<file path="config.mk">
export PLATFORM = sky130hd
export DESIGN_NAME = hazard_controller
export DESIGN_NICKNAME = d
export VERILOG_FILES = /design/src/rtl/hazard_controller.sv
export SDC_FILE = /design/constraint.sdc
export NUM_CORES = 1
export LEC_CHECK = 0
export CAP_MARGIN = 40
export CORE_ASPECT_RATIO = 0.6
export CORE_MARGIN = 2
export CORE_UTILIZATION = 37
export CTS_CLUSTER_SIZE = 16
export DETAILED_ROUTE_END_ITERATION = 8
export PLACE_DENSITY = 0.76
export SYNTH_ARGS = -nofsm -noshare
export SYNTH_HDL_FRONTEND = slang
export SYNTH_SLANG_ARGS = --single-unit
</file>
<file path="constraint.sdc">
create_clock -name clk -period 4.7 [get_ports clk]
set_input_delay 0.47 -clock clk [delete_from_list [all_inputs] [get_ports clk]]
set_output_delay 0.47 -clock clk [all_outputs]
set_load 0.005 [all_outputs]
</file>
<file path="src/rtl/hazard_controller.sv">
// ---------------------------------------------------------------------------
// hazard_controller
//
// Pipeline hazard unit for a 5-stage MIPS-style core. It detects load-use
// hazards between EX and ID, tracks occupancy of the multi-cycle
// multiply/divide unit, turns both into stall/flush controls, and counts
// the number of cycles the PC was held.
//
// Optional feature macro: HAZARD_MD_TRACK_EN
//   defined   : multiply/divide occupancy FSM is built, and ID instructions
//               that touch HI/LO stall while the unit is busy or starting.
//   undefined : no FSM; md_busy, md_done and the md hazard are tied to 0,
//               and md_start, md_div and md_use_id are ignored.
//
// Ports
//   clk, reset          clock and synchronous active-high reset
//   rs_id, rt_id        source register fields of the ID instruction
//   uses_rs_id/rt_id    ID instruction actually reads rs / rt
//   md_use_id           ID instruction is a mult/div/mfhi/mflo/mthi/mtlo
//   op_ex, rd_ex        opcode and destination register of the EX instruction
//   register_write_ex   EX instruction writes the register file
//   md_start, md_div    EX launches a multiply (md_div=0) or divide (md_div=1)
//   branch_taken_ex     branch/jump in EX resolved taken
//   stall_pc            hold the PC
//   stall_ifid          hold the IF/ID register
//   flush_ifid          clear IF/ID to a NOP
//   flush_idex          load a bubble into ID/EX
//   md_busy             multiply/divide unit occupied
//   md_done             one-cycle pulse on the last busy cycle
//   stall_cycles        saturating count of cycles with stall_pc = 1
// ---------------------------------------------------------------------------
module hazard_controller #(
    parameter int unsigned MUL_CYCLES = 4,
    parameter int unsigned DIV_CYCLES = 32
) (
    input  logic        clk,
    input  logic        reset,
    input  logic [4:0]  rs_id,
    input  logic [4:0]  rt_id,
    input  logic        uses_rs_id,
    input  logic        uses_rt_id,
    input  logic        md_use_id,
    input  logic [5:0]  op_ex,
    input  logic [4:0]  rd_ex,
    input  logic        register_write_ex,
    input  logic        md_start,
    input  logic        md_div,
    input  logic        branch_taken_ex,
    output logic        stall_pc,
    output logic        stall_ifid,
    output logic        flush_ifid,
    output logic        flush_idex,
    output logic        md_busy,
    output logic        md_done,
    output logic [31:0] stall_cycles
);

    logic        is_mem_op;
    logic        load_hazard;
    logic        md_hazard;
    logic [31:0] stall_cnt;

    // Loads and stores share the memory-class opcode space; any of them
    // sitting in EX with a register write is treated as a load result that
    // is not yet available to ID.
    always_comb begin
        is_mem_op = 1'b0;
        case (op_ex)
            6'd32, 6'd33, 6'd34, 6'd35, 6'd36, 6'd37,
            6'd38, 6'd40, 6'd41, 6'd42, 6'd43, 6'd46: is_mem_op = 1'b1;
            default:                                  is_mem_op = 1'b0;
        endcase
    end

    // r0 is hard-wired to zero, so a "write" to it never creates a hazard.
    assign load_hazard = is_mem_op && register_write_ex && (rd_ex != 5'd0) &&
                         ((uses_rs_id && (rd_ex == rs_id)) ||
                          (uses_rt_id && (rd_ex == rt_id)));

`ifdef HAZARD_MD_TRACK_EN
    typedef enum logic {
        MD_IDLE,
        MD_BUSY
    } md_state_t;

    localparam logic [5:0] MUL_LOAD = 6'(MUL_CYCLES - 1);
    localparam logic [5:0] DIV_LOAD = 6'(DIV_CYCLES - 1);

    md_state_t  md_state;
    logic [5:0] md_cnt;

    // Occupancy FSM. md_cnt counts down the remaining busy cycles after the
    // current one; a new md_start is only accepted from idle, so a start
    // arriving on the final busy cycle is dropped rather than chained.
    always_ff @(posedge clk) begin
        if (reset) begin
            md_state <= MD_IDLE;
            md_cnt   <= 6'd0;
        end else begin
            case (md_state)
                MD_IDLE: begin
                    if (md_start) begin
                        md_state <= MD_BUSY;
                        md_cnt   <= md_div ? DIV_LOAD : MUL_LOAD;
                    end
                end
                MD_BUSY: begin
                    if (md_cnt == 6'd0) begin
                        md_state <= MD_IDLE;
                    end else begin
                        md_cnt <= md_cnt - 6'd1;
                    end
                end
                default: begin
                    md_state <= MD_IDLE;
                    md_cnt   <= 6'd0;
                end
            endcase
        end
    end

    // Masking with reset keeps busy/done low while reset is held, so an
    // aborted operation never shows a done pulse.
    assign md_busy   = (md_state == MD_BUSY) && !reset;
    assign md_done   = md_busy && (md_cnt == 6'd0);
    assign md_hazard = md_use_id && (md_busy || md_start);
`else
    logic md_inputs_unused;

    assign md_inputs_unused = md_start ^ md_div ^ md_use_id;
    assign md_busy          = 1'b0;
    assign md_done          = 1'b0;
    assign md_hazard        = 1'b0;
`endif

    // A taken branch squashes both younger instructions, so any stall they
    // would have caused is meaningless and the front end must keep moving.
    always_comb begin
        stall_pc   = load_hazard || md_hazard;
        stall_ifid = load_hazard || md_hazard;
        flush_idex = load_hazard || md_hazard;
        flush_ifid = 1'b0;
        if (branch_taken_ex) begin
            stall_pc   = 1'b0;
            stall_ifid = 1'b0;
            flush_idex = 1'b1;
            flush_ifid = 1'b1;
        end
    end

    // Stall cycle counter, saturating at all-ones.
    always_ff @(posedge clk) begin
        if (reset) begin
            stall_cnt <= 32'd0;
        end else if (stall_pc && (stall_cnt != 32'hFFFF_FFFF)) begin
            stall_cnt <= stall_cnt + 32'd1;
        end
    end

    assign stall_cycles = stall_cnt;

endmodule

</file>
==> results of run 1 <==
## cells by family after synthesis
group	after synthesis	share of synthesized area
AND/OR/NAND/NOR	114	0.353
flip-flops	32	0.334
adder cells (fa/ha/maj)	1	0.00653
multiplexers	10	0.0634
buffers and inverters	22	0.0634
other	1	0.00196
AO/OA/AOI/OAI	35	0.105
XOR/XNOR	16	0.0732
## cell type report
cell class | count | area share
timing repair buffer | 64 | 0.241
inverter | 9 | 0.0128
tap | 66 | 0.0313
clock buffer | 8 | 0.0341
multi-input combinational | 178 | 0.438
sequential | 32 | 0.243
## stage by stage
step           power [mW]  setup slack, ns  utilization  instance area [um^2]
2_1_floorplan       0.299             2.26            -                  1920
3_3_place_gp        0.326             1.44        0.507                  2550
3_5_place_dp        0.328             1.37        0.507                  2550
4_1_cts             0.548             1.43        0.525                  2640
5_1_grt             0.569             1.34        0.525                  2640
6_report            0.544             1.41        0.525                  2640
## cell usage after synthesis
| master | instances |
|---|---|
| dfxtp_1 | 32 |
| nor2_1 | 23 |
| nand2_1 | 16 |
| a21oi_1 | 14 |
| or3_1 | 14 |
| nand4_1 | 13 |
| o21ai_0 | 12 |
| xnor2_1 | 12 |
| nor2b_1 | 10 |
| inv_1 | 9 |
| nand3_1 | 6 |
| nor3_1 | 6 |
| clkbuf_1 | 5 |
| and4_1 | 4 |
| buf_4 | 4 |
| or4_1 | 4 |
| xor2_1 | 4 |
| and2_1 | 3 |
| and3_1 | 3 |
| buf_6 | 3 |
| mux2_2 | 3 |
| mux2_4 | 3 |
| nand4_2 | 3 |
| mux2_1 | 2 |
| mux2i_1 | 2 |
| nand3_2 | 2 |
| nor3_2 | 2 |
| o21a_1 | 2 |
| o22ai_1 | 2 |
| o31ai_1 | 2 |
| or4_4 | 2 |
| a21o_1 | 1 |
| buf_2 | 1 |
| conb_1 | 1 |
| ha_1 | 1 |
| nand3b_1 | 1 |
| nand4_4 | 1 |
| nor2_2 | 1 |
| o21ba_1 | 1 |
| o21ba_2 | 1 |
## per-layer routing
metal / global-route usage / share of wire / vias up
li1: - / - / 934
met1: 0.245 / 0.50 / 843
met2: 0.263 / 0.42 / 76
met3: 0.0632 / 0.062 / 10
met4: 0.0624 / 0.018 / 0
met5: 0 / 0 / -
## worst max-delay path, delay by kind of cell
family / cells / cell delay [ns]
simple gates: 3 / 1.11
buf+inv: 2 / 0.93
compound gates: 1 / 0.30
## path summary, 6_finish.rpt
path / startpoint / to / slack [ns]
setup / recovery: rd_ex[1] / stall_pc / 1.41
setup reg to reg: stall_cycles[13]$_SDFFE_PP0P_ / stall_cycles[7]$_SDFFE_PP0P_ / 2.20
hold reg to reg: stall_cycles[5]$_SDFFE_PP0P_ / stall_cycles[5]$_SDFFE_PP0P_ / 0.51
hold / removal: stall_cycles[5]$_SDFFE_PP0P_ / stall_cycles[5]$_SDFFE_PP0P_ / 0.51
## where the power goes
group          total (mW)  internal [mW]  switching, mW
combinational      0.0510         0.0305         0.0206
clock               0.222          0.119          0.103
sequential          0.271          0.271      0.0000314
total               0.544          0.421          0.123
==> results.yml, run 1 <==
synthesis:
  synth_top_area_cell: "dfxtp_1"
  synth_area_leaders: "dfxtp_1 (33%), xnor2_1 (5.5%), or3_1 (4.6%)"
  yosys_register_bits: 32
  synth_top_area_frac: 0.334
  synth_area_um2: 1920
  ys_seq_area_frac: 0.334
  synth_cell_types: 40
  yosys_warnings: 0
  synth.avg_cell_area_um2: 8.29
  synthCells: 231
route:
  drt-total-wl_um: 4880
  num_vias: 1863
  drt_iter0_drc: 147
  drc: 0
  ant_nets: 0
  first_pass_iters: 4
  wl_per_cell_um: 13.7
  vias_per_cell: 5.22
timing:
  fin_tns_setup_ns: 0
  fin_crit_ns: 3.29
  timing.final.crit_share: 0.700
  worst_slew_pin_slew_ns: 0.789
  finalHoldViolCount: 0
  clock.fmax_mhz: 304
  final-setup-viol-count: 0
  rsz0062_at_grt: "no"
  finClkSkew_ns: 0.00787
  relSlewSlack: 0.472
  hold_ws_ns: 0.505
  maxSlewViolCount: 0
global_route:
  grt_first_pass_wirelength_um: 8210
  grt_max_degree: 42
  grt_pass1_vias: 1726
  grt_usage: 0.179
  antenna_found_initial: 0
  overflow: 0
hold_path:
  whs_path_depth: 2
  hold_class: "flip-flop to flip-flop"
clock_tree:
  clockRootBuffer: "clkbuf_8"
  cts_sinks: 32
  numCtsBuffers: 5
  clkTransAtPathRegs_ns: 0.06
  postCtsSetupRepairBufs: 0
  cts_hold_buf: 0
  cts_resized: 0
  clock_tree.buffer_depth: 2
  cts_tree: "done"
  worstSkewPairLatency_ns: 0.29
  htreeDepth: 2
power_and_ir_drop:
  peakVddDrop_uv: 83.2
  p_per_area_nw_per_um2: 206
  p_leak_nw: 0.886
cells_and_area:
  area_growth_pct: 37.8
  register_area_um2: 641
  antenna-diode-count: 0
  largest_register_ffs: 32
  drive_gt1_frac: 0.0893
  stdcell_count: 357
  mostFrequentLayoutCell: "clkdlybuf4s50_1"
  mostFrequentLayoutCells: "clkdlybuf4s50_1 (62), dfxtp_1 (32), nor2_1 (23)"
  multiInputGateArea_um2: 1160
  nFillCells: 449
  fin_nets: 321
setup_path:
  critical-path-max-stage-delay_ns: 0.56
  required_ns: 4.23
  crit_arrival_ns: 2.82
  cpMostUsedCell: "clkdlybuf4s50_1"
  cp_max_fo: 9
  worst-r2r-cell-count: 6
  crit_slowest_cell: "or4_1"
  timing_worst_setup_path_type: "input pin to output port"
  cp-end-kind: "output port"
  crit_chain: "clkdlybuf4s50_1 -> or4_1 -> o22ai_1 -> nor2_1 -> and2_1 -> clkdlybuf4s50_1"
  start_kind: "input pin"
die:
  die_w_um: 96.9
  die_h_um: 59.7
  rows: 20
  io_pins: 68
  dieArea_um2: 5790
  start_util: 0.381
  coreArea_um2: 5030
run_status:
  status: "finished clean"
placed_design:
  place_congestion: 0.852
  placed_cells: 349
  place.port_buffers: 62
  hpwlAfterDp_um: 3500
run:
  maxCapViolations: 0
(Power assumes the default switching activity.)
==> run 2: changes to the inputs <==
- PLACE_DENSITY: 0.76 -> 0.79
- clock period: 4.7 -> 2.7 ns (I/O delays scaled with it)
==> results.yml, run 2 (synthesized netlist as in run 1, its figures left out) <==
clock_tree:
  worstSkewPairLatency_ns: 0.29
  postCtsSetupRepairBufs: 0
  cts_sinks: 32
  clkTransAtPathRegs_ns: 0.07
  numCtsBuffers: 5
  htreeDepth: 2
  clock_tree.buffer_depth: 2
  cts_tree: "done"
  clockRootBuffer: "clkbuf_8"
  cts_hold_buf: 0
  cts_resized: 0
setup_path:
  required_ns: 2.43
  crit_slowest_cell: "or4_1"
  timing.rr.start: "stall_cycles[14]$_SDFFE_PP0P_"
  start_kind: "input pin"
  crit_arrival_ns: 2.30
  cpMostUsedCell: "clkdlybuf4s50_1"
  crit_chain: "clkdlybuf4s50_1 -> or4_1 -> o22ai_1 -> nor2_1 -> and2_1 -> clkdlybuf4s50_1"
  timing_worst_setup_path_type: "input pin to output port"
  cp_max_fo: 3
  critPathLaunch: "rd_ex[2]"
  cp-end-kind: "output port"
  critical-path-max-stage-delay_ns: 0.52
timing:
  worst_slew_pin_slew_ns: 0.583
  relSlewSlack: 0.610
  final-setup-viol-count: 0
  fin_ws_ns: 0.133
  maxSlewViolCount: 0
  clock.fmax_mhz: 390
  finClkSkew_ns: 0.00448
  rsz0062_at_grt: "no"
  fin_tns_setup_ns: 0
  finalHoldViolCount: 0
  fin_crit_ns: 2.57
  timing.final.crit_share: 0.951
cells_and_area:
  antenna-diode-count: 0
  area_growth_pct: 41.9
  drive_gt1_frac: 0.108
  mostFrequentLayoutCells: "clkdlybuf4s50_1 (62), dfxtp_1 (32), nor2_1 (23)"
  largest_register_ffs: 32
  post-route-cell-area_um2: 2720
  mostFrequentLayoutCell: "clkdlybuf4s50_1"
  fin_nets: 325
route:
  drt-total-wl_um: 4980
  vias_per_cell: 5.32
  num_vias: 1919
  first_pass_iters: 4
  wl_per_cell_um: 13.8
  ant_nets: 0
  drc: 0
  drt_iter0_drc: 110
hold_path:
  holdCritStartpoint: "stall_cycles[20]$_SDFFE_PP0P_"
  hold_class: "flip-flop to flip-flop"
power_and_ir_drop:
  switching_share: 0.203
  p_sw_mw: 0.217
  peakVddDrop_uv: 216
  p_leak_nw: 0.929
  clockPowerShare: 0.474
  p_seq_frac: 0.441
  power.internal_mw: 0.854
  power_frac_comb: 0.086
  p_per_area_nw_per_um2: 394
die:
  die_h_um: 59.7
  start_util: 0.381
  io_pins: 68
  rows: 20
  die_w_um: 96.9
  coreArea_um2: 5030
  dieArea_um2: 5790
global_route:
  grt_first_pass_wirelength_um: 8280
  grt_pass1_vias: 1824
  grt_usage: 0.177
  grt_max_degree: 27
  overflow: 0
  antenna_found_initial: 0
placed_design:
  placed_cell_area_um2: 2590
  place.port_buffers: 62
  dp_worst_setup_slack_ns: 0.120
  hpwlAfterDp_um: 3640
  place_congestion: 0.889
run_status:
  status: "finished clean"
run:
  maxCapViolations: 0
==> run 2: changes by cell type in the layout (fill, tap and decap cells not counted), sizes merged <==
cell,previous run,this run
buf,2,6
bufinv,0,1
clkbuf,8,7
==> run 2: routing by layer <==
metal	track usage	share of wire
met3	0.0538	0.054
met2	0.290	0.44
met4	0.0563	0.0096
met1	0.228	0.49
met5	0	0
==> run 2: cell type report <==
| type | count | area, um^2 |
|---|---|---|
| clock buffer | 7 | 96.3 |
| clock inverter | 1 | 30.0 |
| fill | 463 | 2310 |
| inverter | 9 | 33.8 |
| multi-input combinational | 178 | 1160 |
| sequential | 32 | 641 |
| tap | 66 | 82.6 |
| timing repair buffer | 68 | 678 |
==> run 2: per-stage QoR <==
stage                util  instances  hold slack (ns)  power (mW)
global route        0.541        361            0.523        1.11
finish              0.541        361            0.499        1.07
floorplan               -        232            0.442       0.520
detailed placement  0.515        353            0.495       0.574
global placement    0.515        353            0.482       0.572
CTS                 0.541        361            0.504        1.08
==> run 2: power by group through the flow <==
stage / logic (mW) / clock network (mW) / registers (mW)
2_1_floorplan: 0.0374 / 0 / 0.483
3_3_place_gp: 0.0894 / 0 / 0.483
3_5_place_dp: 0.0918 / 0 / 0.483
4_1_cts: 0.0923 / 0.512 / 0.472
5_1_grt: 0.0993 / 0.536 / 0.471
6_report: 0.0918 / 0.508 / 0.472
==> run 2: final timing paths <==
path                                        end  depth (start not counted)  slack, ns
hold / removal    stall_cycles[20]$_SDFFE_PP0P_                          2       0.50
hold reg to reg   stall_cycles[20]$_SDFFE_PP0P_                          2       0.50
setup reg to reg   stall_cycles[8]$_SDFFE_PP0P_                          6       0.20
setup / recovery                     stall_ifid                          6       0.13
==> run 2: worst max-delay path, delay by kind of cell <==
family | cells | cell delay [ns]
AOI/OAI and AO/OA | 1 | 0.27
buffers and inverters | 2 | 0.93
and+or+nand+nor | 3 | 0.83
==> edit (flow settings as in run 2) <==
Add a define of `HAZARD_MD_TRACK_EN`.
--- a/src/rtl/hazard_controller.sv
+++ b/src/rtl/hazard_controller.sv
@@ -29,6 +29,8 @@
 //   md_done             one-cycle pulse on the last busy cycle
 //   stall_cycles        saturating count of cycles with stall_pc = 1
 // ---------------------------------------------------------------------------
+`define HAZARD_MD_TRACK_EN
+
 module hazard_controller #(
     parameter int unsigned MUL_CYCLES = 4,
     parameter int unsigned DIV_CYCLES = 32
Formal check against the unedited RTL: not equivalent (a bounded check fails within 4 cycles, from zero or initial values and one cycle with reset high).
==> edit against run 2 <==
Synthesized area up 28%. Sequential cell count up 7. Setup slack got worse by 0.071 ns. Largest cell class unchanged. Cell count increased by 25%. Total power rose by 20%. Non-clock buffer count grew 10. Wire length grew 41%. Die area increased by 27%. Cell area is 24% higher.
==> edit: results (changes against run 2) <==
synthesis:
  synth_xor_area_share_pct: 3.561  # -3.8 points
  netlist_instances: 303  # +31%
  synthTopCellsByCount: "dfxtp_1, a21oi_1, nor2_1, nand2_1, nand3_1"
  yosysSeqAreaShare_pct: 31.74  # -1.7 points
  muxShareOfSynthArea_pct: 4.069  # -2.3 points
  synth-compound-area-share_pct: 16.07  # +5.6 points
placement:
  port_buffers: 67  # +8.1%
  placed_area_sq_um: 3244  # +25%
  place_hpwl_mm: 5.155  # +42%
  gp_congestion: 0.9207  # +3.6%
  place_ws_ns: 0.05462  # -0.06526 ns
global_route:
  grt.total_usage_pct: 20.06  # +2.4 points
  grt_pass1_wl_mm: 11.63  # +40%
outcome:
  status: "completed"
sta:
  maxSlewHeadroom_pct: 67.32  # +6.3 points
critical_path:
  reg2reg_depth: 8  # +2
  r2r_start: "stall_cycles[0]"
  r2r_slack_ns: 0.25  # +0.05 ns
  worstPathArrival_ns: 2.37  # +0.07 ns
route:
  first_pass_iters: 5  # +1
  wl_met1_mm: 3.515  # +43%
finish:
  nNetsFinal: 401  # +23%
  drive_gt1_share_pct: 10.57  # -0.28 points
  num-fill-cells: 580  # +25%
hold_path:
  min_to: "stall_cycles[18]"
  hold_start: "stall_cycles[18]"
edit: cell count changes after synthesis, moves of 7 or more:
cell	run 2	this run
a21oi_1	14	25
o31ai_1	2	9
nor4_1	0	11
nand3_1	6	18
or4_1	4	16
dfxtp_1	32	39
edit: how the worst max path moves through the flow:
stage	from	to	slack [ns]	depth (start not counted)
after CTS	rd_ex[2]	flush_idex	0.05	7
after floorplan	stall_cycles[0]	stall_cycles[15]	0.65	8
after global routing	rd_ex[1]	flush_idex	0.003	7
final	rd_ex[2]	flush_idex	0.06	7
after detailed placement	rd_ex[2]	flush_idex	0.05	7
after global placement	rd_ex[1]	flush_idex	0.09	7
edit: through the flow:
stage / hold slack, ns / utilization, %
floorplan: 0.4618 / -
global placement: 0.4899 / 51.69
detailed placement: 0.5061 / 51.69
CTS: 0.5162 / 53.33
global route: 0.5580 / 53.51
finish: 0.5256 / 53.51
edit: cell families (layout without fill, tap and decap cells):
family | Yosys count | in the layout
AO/OA/AOI/OAI | 62 | 62
XOR/XNOR | 10 | 10
adder cells (fa/ha/maj) | 2 | 2
buffers and inverters | 28 | 94
flip-flops | 39 | 39
multiplexers | 9 | 9
AND/OR/NAND/NOR | 153 | 153
edit: layer usage:
metal,track usage [%],vias up
met5,0,-
met4,6.329,0
met3,3.475,14
met2,30.28,107
met1,29.12,1232
li1,-,1278
edit: area by class of cell:
cell class,instances,share of cell area [%]
well taps,84,3.130
clock inverters,1,0.8942
flip-flops and latches,39,23.25
inverters,9,1.006
clock buffers,6,2.161
repair buffers,78,23.17
multi-input cells,236,46.39
edit: worst max-delay path: stages:
cell and delay [ns]:
clkdlybuf4s50_1 0.44, or4_4 0.54, nor2_4 0.13, nor3_1 0.05, a21bo_2 0.22, or2_2 0.26, clkdlybuf4s50_1 0.45
edit: where the power goes:
group / leakage [nW] / internal (mW) / switching (mW)
clock network: 0.0513 / 0.271 / 0.216
registers: 0.316 / 0.589 / 0.0176
logic: 0.703 / 0.103 / 0.0880
total: 1.07 / 0.964 / 0.321
